File: src/rtl/prbs23_chk_ctrl.sv
// prbs23_chk_ctrl: sequencing controller for a PRBS23 (x^23 + x^18 + 1)
// checker. It seeds and advances an external generator, compares received
// words against it, and runs a hunt/verify/lock FSM with error counters.
//
// Ports:
//   clk, rst          clock, async active-high reset
//   chk_en, clr_cnt   checker enable, synchronous counter clear
//   rx_valid, rx_data received 23-bit word (bit 0 oldest)
//   gen_load/enable   generator controls, gen_seed seed value
//   gen_m             generator state (expected word)
//   state, locked     FSM state (0 HUNT, 1 VERIFY, 2 LOCKED)
//   err_pulse         one cycle per compared mismatching word
//   err_cnt, word_cnt saturating bit-error / word counters (LOCKED only)

module prbs23_chk_ctrl #(
    parameter int unsigned LOCK_CNT = 8,
    parameter int unsigned LOSS_CNT = 4,
    parameter int unsigned CW       = 32
) (
    input  logic          clk,
    input  logic          rst,
    input  logic          chk_en,
    input  logic          clr_cnt,
    input  logic          rx_valid,
    input  logic [22:0]   rx_data,
    output logic          gen_load,
    output logic          gen_enable,
    output logic [22:0]   gen_seed,
    input  logic [22:0]   gen_m,
    output logic [1:0]    state,
    output logic          locked,
    output logic          err_pulse,
    output logic [CW-1:0] err_cnt,
    output logic [CW-1:0] word_cnt
);

    typedef enum logic [1:0] {
        HUNT   = 2'd0,
        VERIFY = 2'd1,
        LOCKED = 2'd2
    } state_t;

    localparam logic [7:0]    LOCK_N = LOCK_CNT[7:0];
    localparam logic [7:0]    LOSS_N = LOSS_CNT[7:0];
    localparam logic [CW-1:0] CMAX   = '1;

    state_t      st;
    logic        s1_v;
    logic [22:0] s1_d;
    logic        s2_v;
    logic [22:0] s2_d;
    logic [7:0]  run_cnt;

    logic [22:0] diff;
    logic        mismatch;
    logic [4:0]  nerr;
    logic        cmp;
    logic [CW:0] err_sum;

    assign state      = st;
    assign gen_seed   = s1_d;
    // An all-zero seed would park the LFSR forever, so it never loads.
    assign gen_load   = s1_v && (st == HUNT) && (s1_d != '0);
    assign gen_enable = s1_v && (st != HUNT);

    assign diff     = s2_d ^ gen_m;
    assign mismatch = |diff;
    // Tokens still in flight when the FSM falls back to HUNT are dropped.
    assign cmp      = s2_v && (st != HUNT) && chk_en;

    always_comb begin
        nerr = '0;
        for (int i = 0; i < 23; i++) begin
            nerr = nerr + 5'(diff[i]);
        end
    end

    assign err_sum = {1'b0, err_cnt} + {{(CW-4){1'b0}}, nerr};

    // Two-stage word pipeline: S1 drives the generator, S2 compares.
    always_ff @(posedge clk or posedge rst) begin
        if (rst) begin
            s1_v <= 1'b0;
            s1_d <= '0;
            s2_v <= 1'b0;
            s2_d <= '0;
        end else begin
            s1_v <= rx_valid && chk_en;
            if (rx_valid && chk_en) begin
                s1_d <= rx_data;
            end
            s2_v <= gen_enable && chk_en;
            if (gen_enable) begin
                s2_d <= s1_d;
            end
        end
    end

    // FSM with registered outputs; run_cnt is the match counter in
    // VERIFY and the loss counter in LOCKED.
    always_ff @(posedge clk or posedge rst) begin
        if (rst) begin
            st        <= HUNT;
            locked    <= 1'b0;
            err_pulse <= 1'b0;
            run_cnt   <= '0;
            err_cnt   <= '0;
            word_cnt  <= '0;
        end else begin
            err_pulse <= cmp && mismatch;

            if (!chk_en) begin
                st      <= HUNT;
                locked  <= 1'b0;
                run_cnt <= '0;
            end else begin
                unique case (st)
                    HUNT: begin
                        if (gen_load) begin
                            st      <= VERIFY;
                            run_cnt <= '0;
                        end
                    end
                    VERIFY: begin
                        if (cmp) begin
                            if (mismatch) begin
                                st      <= HUNT;
                                run_cnt <= '0;
                            end else if (run_cnt == LOCK_N - 8'd1) begin
                                st      <= LOCKED;
                                locked  <= 1'b1;
                                run_cnt <= '0;
                            end else begin
                                run_cnt <= run_cnt + 8'd1;
                            end
                        end
                    end
                    LOCKED: begin
                        if (cmp) begin
                            if (!mismatch) begin
                                run_cnt <= '0;
                            end else if (run_cnt == LOSS_N - 8'd1) begin
                                st      <= HUNT;
                                locked  <= 1'b0;
                                run_cnt <= '0;
                            end else begin
                                run_cnt <= run_cnt + 8'd1;
                            end
                        end
                    end
                    default: begin
                        st      <= HUNT;
                        locked  <= 1'b0;
                        run_cnt <= '0;
                    end
                endcase
            end

            // Clear has priority over a same-cycle increment.
            if (clr_cnt) begin
                err_cnt  <= '0;
                word_cnt <= '0;
            end else if (cmp && (st == LOCKED)) begin
                if (word_cnt != CMAX) begin
                    word_cnt <= word_cnt + {{(CW-1){1'b0}}, 1'b1};
                end
                if (err_sum[CW]) begin
                    err_cnt <= CMAX;
                end else begin
                    err_cnt <= err_sum[CW-1:0];
                end
            end
        end
    end

endmodule
File: config.mk
export PLATFORM = sky130hd
export DESIGN_NAME = prbs23_chk_ctrl
export DESIGN_NICKNAME = d
export VERILOG_FILES = /design/src/rtl/prbs23_chk_ctrl.sv
export SDC_FILE = /design/constraint.sdc
export NUM_CORES = 1
export LEC_CHECK = 0
export ABC_AREA = 1
export CORE_ASPECT_RATIO = 1.75
export CORE_MARGIN = 4
export CORE_UTILIZATION = 45
export DETAILED_ROUTE_END_ITERATION = 8
export PLACE_DENSITY = 0.72
export SYNTH_ARGS = -nofsm -noshare
export SYNTH_HDL_FRONTEND = slang
export SYNTH_SLANG_ARGS = --single-unit
File: constraint.sdc
create_clock -name clk -period 11.1 [get_ports clk]
set_input_delay 1.665 -clock clk [delete_from_list [all_inputs] [get_ports clk]]
set_output_delay 1.665 -clock clk [all_outputs]
set_load 0.02 [all_outputs]
* Word level (Yosys, flattened, before mapping)
Cells that the tools add are included.
Storage, ports and cells: register bits after elaboration 124, bits in read-only memories 0, RAM bits 0, memories 0, latch bits 0, output and inout bits 93
Operators by class: muxes and demuxes 32, divide/modulo/power cells 0, magnitude comparators 0, reduce and logical (&&, ||, !) cells 19, multipliers 0, $add $sub $neg 25, equality and inequality tests 14, bitwise logic cells 1, shift operators 0
Operators by type and width (count):
- two-way mux 32 bit | 6
- adder 5 x 1 -> 5 bit | 18
- two-way mux 8 bit | 8
- adder 32 x 5 -> 33 bit | 1
- adder 32 x 1 -> 32 bit (second input constant) | 1
- != test 32 bit (second input constant) | 1
- one-hot mux 8 bit (3 select lines) | 1
- nonzero test 23 bit | 1
- OR reduction 23 bit | 1
- bitwise XOR 23 bit | 1
- != test 3 bit (second input constant) | 7
- two-way mux 2 bit | 8
- logical AND 1 bit | 9
- adder 8 x 1 -> 8 bit (second input constant) | 1
- == test 8 x 2 -> 1 bit (second input constant) | 1
- == test 8 x 3 -> 1 bit (second input constant) | 1
- two-way mux 1 bit | 7
- AND reduction 7 bit | 1
- one-hot mux 2 bit (3 select lines) | 1
- AND reduction 6 bit | 1
- nonzero test 2 bit | 3
- adder 4 x 1 -> 5 bit | 1
- adder 3 x 1 -> 4 bit | 1
- != test 4 bit (second input constant) | 1
- 9 further kinds | 9

* Longest topological paths before layout
depth in word-level cells 27, depth in mapped cells 26

* Worst setup path before layout
OpenSTA, ideal clock, no wires.
kind input -> register, start point input gen_m[16], end point register err_cnt[31], path slack 4.918 ns, arrival 6.066 ns, cell stages on the path 24, cell sequence xnor2_1 inv_1 fa_1 inv_1 fa_1 inv_1 fa_1 fa_1 inv_1 fa_1 inv_1 ha_1 fa_1 nand2_1 nand2_1 o21ai_2 o21ai_2 nand3_2 nor2_4 inv_2 buf_6 nand3_1 nand2_1 nand2_1
On the way: word-level cells in the longest chain between the ends 12
RTL lines:
- from (decl) | RTL line 29 | input logic [22:0] gen_m,
- bitwise XOR 23 bit | RTL line 66 | assign diff = s2_d ^ gen_m;
- adder 5 x 1 -> 5 bit (7 in a row) | RTL line 74 | nerr = nerr + 5'(diff[i]);
- adder 32 x 5 -> 33 bit | RTL line 78 | assign err_sum = {1'b0, err_cnt} + {{(CW-4){1'b0}}, nerr};
- two-way mux 32 bit | RTL line 167 | if (err_sum[CW]) begin
- two-way mux 32 bit | RTL line 163 | end else if (cmp && (st == LOCKED)) begin
- two-way mux 32 bit | RTL line 160 | if (clr_cnt) begin
- to (signal assigned) | RTL line 170 | err_cnt <= err_sum[CW-1:0];
- to (decl) | RTL line 33 | output logic [CW-1:0] err_cnt,
Every way passes these cells. The select of a mux whose other input is x is not followed. A chain may end at the register's enable or synchronous reset.

* Worst setup path in the final report
start point input gen_m[12], end point register err_cnt[9]
On the way: word-level cells in the longest chain between the ends 16
RTL lines (RTL line):
- bitwise XOR 23 bit | 66
- adder 5 x 1 -> 5 bit (11 in a row) | 74
- adder 32 x 5 -> 33 bit | 78
- two-way mux 32 bit | 167
- two-way mux 32 bit | 163
- two-way mux 32 bit | 160
Every way passes these cells. The select of a mux whose other input is x is not followed.

==> impl_metrics.tcl <==
set metrics [dict create \
    cts_setup_buffers 0 \
    multi_input_area_mm2 0.00435 \
    grt_max_degree 64 \
    num_vias 7998 \
    final_area_mm2 0.0105 \
    io_buffers 143 \
    synth_top_area_cell "dfrtp_1" \
    critPathMaxFanout 19 \
    start_kind "primary input" \
    initialDrtViolationCount 385 \
    fillers 1728 \
    ios 144 \
    yosys_most_used_dff "dfrtp_1" \
    fin_hold_ws_ns 0.479 \
    combPwrFrac 0.563 \
    whs_path_depth 2 \
    r2r_slack_ns 5.66 \
    placedCellCount 1531 \
    synth_top_area_frac 0.376 \
    power_leakage_nw 5.01 \
    stdcell_count 1563 \
    num_rows 65 \
    maxSlewHeadroom 0.267 \
    total_power_w 0.00262 \
    peakVddDrop_uv 377 \
    cts_sinks 124 \
    start_util 0.457 \
    hold_start "locked" \
    reg2reg_depth 23 \
    fin_setup_tns_ns 0 \
    die_h_um 187 \
    period_needed_ns 6.66 \
    gr-total-overflow 0 \
    ys_seq_elements 124 \
    cts_buffers 17 \
    grtUsageTotal 0.248 \
    netlist_area_mm2 0.00824 \
    slew_violations 0 \
    tightest_slew_ns 1.09 \
    path_cells "clkdlybuf4s50_1, nor2_1, nor2_1, inv_1, fa_1, inv_1, fa_1, fa_1, fa_1, inv_1, fa_1, inv_1, ha_1, fa_1, nand2_1, nand2_1, o21ai_2, o21ai_2, nand3_2, nor2_4, inv_2, nand3_1, nand2_1, o21ai_0" \
    avgSynthCellArea_um2 7.02 \
    clk_latency_ns 0.42 \
    status "finished, final reports clean" \
    ys_seq_area_frac 0.376 \
    cts_tree "done" \
    drive_gt1_frac 0.0482 \
    synth_warnings 0 \
    setup_viol 0 \
    wl_per_cell_um 15.7 \
    max_cap_violations 0 \
    synth-edff-count 0 \
    antenna_found_initial 0 \
    die_x_um 110 \
    grt_pass1_wl_um 40000 \
    timing.critical_path.slowest_cell_delay_ns 0.55 \
    endpoint_kind "flop" \
    ant_nets 0 \
    fmax_ghz 0.150 \
    clock_power_share 0.227 \
    die_area_mm2 0.0206 \
    finalHoldViolCount 0 \
    post_cts_resized 0 \
    cp.arrival_ns 6.94 \
    diodes 0 \
    synth_cells 1175 \
    crit_required_ns 11.38 \
    area_growth_pct 27.2 \
    place.gp.congestion 0.955 \
    clock_skew_ns 0.00753 \
    via_per_inst 5.12 \
    cp_common_cell "fa_1" \
    holdPathEnd "locked" \
    routed_wl_um 24500 \
    syn-num-nets 1262 \
    dp_hpwl_um 18600 \
    core_area_mm2 0.0181 \
    rsz0062_at_grt "no" \
    clkSlewWorstSetupHoldPaths_ns 0.06 \
    async_flop_share 1.00 \
    p_seq_frac 0.210 \
    criticalPathCategory "in -> reg" \
    period_share 0.600 \
    power.switching_w 0.00115 \
    dr.pass1.iters 5 \
    worst_r2r_startpoint "s2_d[16]" \
    ys_types 40 \
    cp_slowest_cell "fa_1" \
    grt_pass1_vias 7967 \
    cts_hold_buf 0 \
    area.sequential_mm2 0.00310 \
    p_int_w 0.00147 \
    final_nets 1403 \
    r2r_end "err_cnt[9]" \
    switching_share 0.440 \
    ys_top_cells_by_area "dfrtp_1 38%, nand2_1 17%, inv_1 7.9%" \
    drcViolationCount 0 \
    placed_area_mm2 0.00987 \
    hold_path_class "reg -> reg" \
    ctsHtreeMaxLevel 4 \
    clk_path_buf_depth 2 \
    power.density_mw_per_mm2 250 \
    cts-root-buf "clkbuf_16" \
]
## synthesized netlist by cell type (6+ instances only)
| library cell | number |
|---|---|
| nand3b_1 | 8 |
| ha_1 | 18 |
| o21ai_0 | 101 |
| fa_1 | 18 |
| xor2_1 | 14 |
| clkbuf_1 | 13 |
| dfrtp_1 | 124 |
| a21oi_1 | 8 |
| nor2_1 | 107 |
| nor3_1 | 28 |
| o21ai_2 | 6 |
| or2_2 | 6 |
| o21ai_1 | 7 |
| nand4_1 | 31 |
| nand3_1 | 89 |
| nand2_1 | 369 |
| xnor2_1 | 14 |
| inv_1 | 173 |
## stage by stage
stage               utilization  setup slack [ns]
floorplan                     -              4.92
global placement          0.546              4.10
detailed placement        0.546              4.02
CTS                       0.581              4.42
global route              0.581              4.11
finish                    0.581              4.44
## cells in the final DEF, fill, tap and decap left out, drive strengths merged
master and n:
xnor2 14, dfrtp 124, o21bai 1, buf 3, bufinv 3, clkinv 4, nand4 31, and3 1
a21oi 8, nand3b 8, fa 18, clkinvlp 3, xor2 14, o21ai 114, a21o 3, nor2 113
clkbuf 23, nand2 372, o22ai 1, inv 177, o21a 1, clkdlybuf4s50 143, nor4 4, nand3 91
or2 6, nor3b 1, o211ai 1, o31ai 1, ha 18, nor3 28
## worst max-delay path by stage
stage / slack, ns / from / endpoint / depth (start not counted)
floorplan: 4.92 / gen_m[16] / err_cnt[31] / 24
global placement: 4.10 / gen_m[12] / err_cnt[17] / 24
detailed placement: 4.02 / gen_m[12] / err_cnt[30] / 24
CTS: 4.42 / gen_m[12] / err_cnt[9] / 24
global route: 4.11 / gen_m[16] / err_cnt[9] / 24
finish: 4.44 / gen_m[12] / err_cnt[9] / 24
## power by group through the flow
stage	clock, W	sequential [W]	combinational [W]
after CTS	0.000601	0.000550	0.00151
after global placement	0	0.000556	0.00143
after detailed placement	0	0.000558	0.00147
after floorplan	0	0.000559	0.00108
after global routing	0.000623	0.000555	0.00173
final	0.000594	0.000551	0.00148
## logic make-up after synthesis
group,Yosys count,synth area share
AND/OR/NAND/NOR,655,0.342
buffers and inverters,202,0.0967
AO/OA/AOI/OAI,130,0.0839
flip-flops,124,0.376
adder cells (fa/ha/maj),36,0.0710
XOR/XNOR,28,0.0298
## final cells by class
cell class,instances,area share
repair buffers,146,0.139
multi-input cells,849,0.414
inverters,178,0.0639
well taps,234,0.0279
flip-flops and latches,124,0.296
clock inverters,9,0.0129
clock buffers,23,0.0465
## worst max-delay path: cells and delay by family
| family | cells | cell delay, ns |
|---|---|---|
| AND/OR/NAND/NOR | 8 | 0.75 |
| buffers and inverters | 6 | 1.02 |
| adder cells (fa/ha/maj) | 7 | 3.20 |
| AO/OA/AOI/OAI | 3 | 0.28 |
## flip-flops by register name, indices dropped and copies added, names as in the netlist
name       flops
gen_seed      23
locked         1
run_cnt        8
s1_v           1
state          2
word_cnt      32
err_cnt       32
s2_v           1
s2_d          23
err_pulse      1
## routing by layer
metal / global-route usage / part of all wire / up-vias
li1: - / - / 4001
met4: 0.102 / 0.032 / 0
met1: 0.288 / 0.38 / 3708
met5: 0 / 0 / -
met3: 0.0383 / 0.047 / 53
met2: 0.442 / 0.54 / 236
No activity file was read; power rests on OpenSTA's default activity.
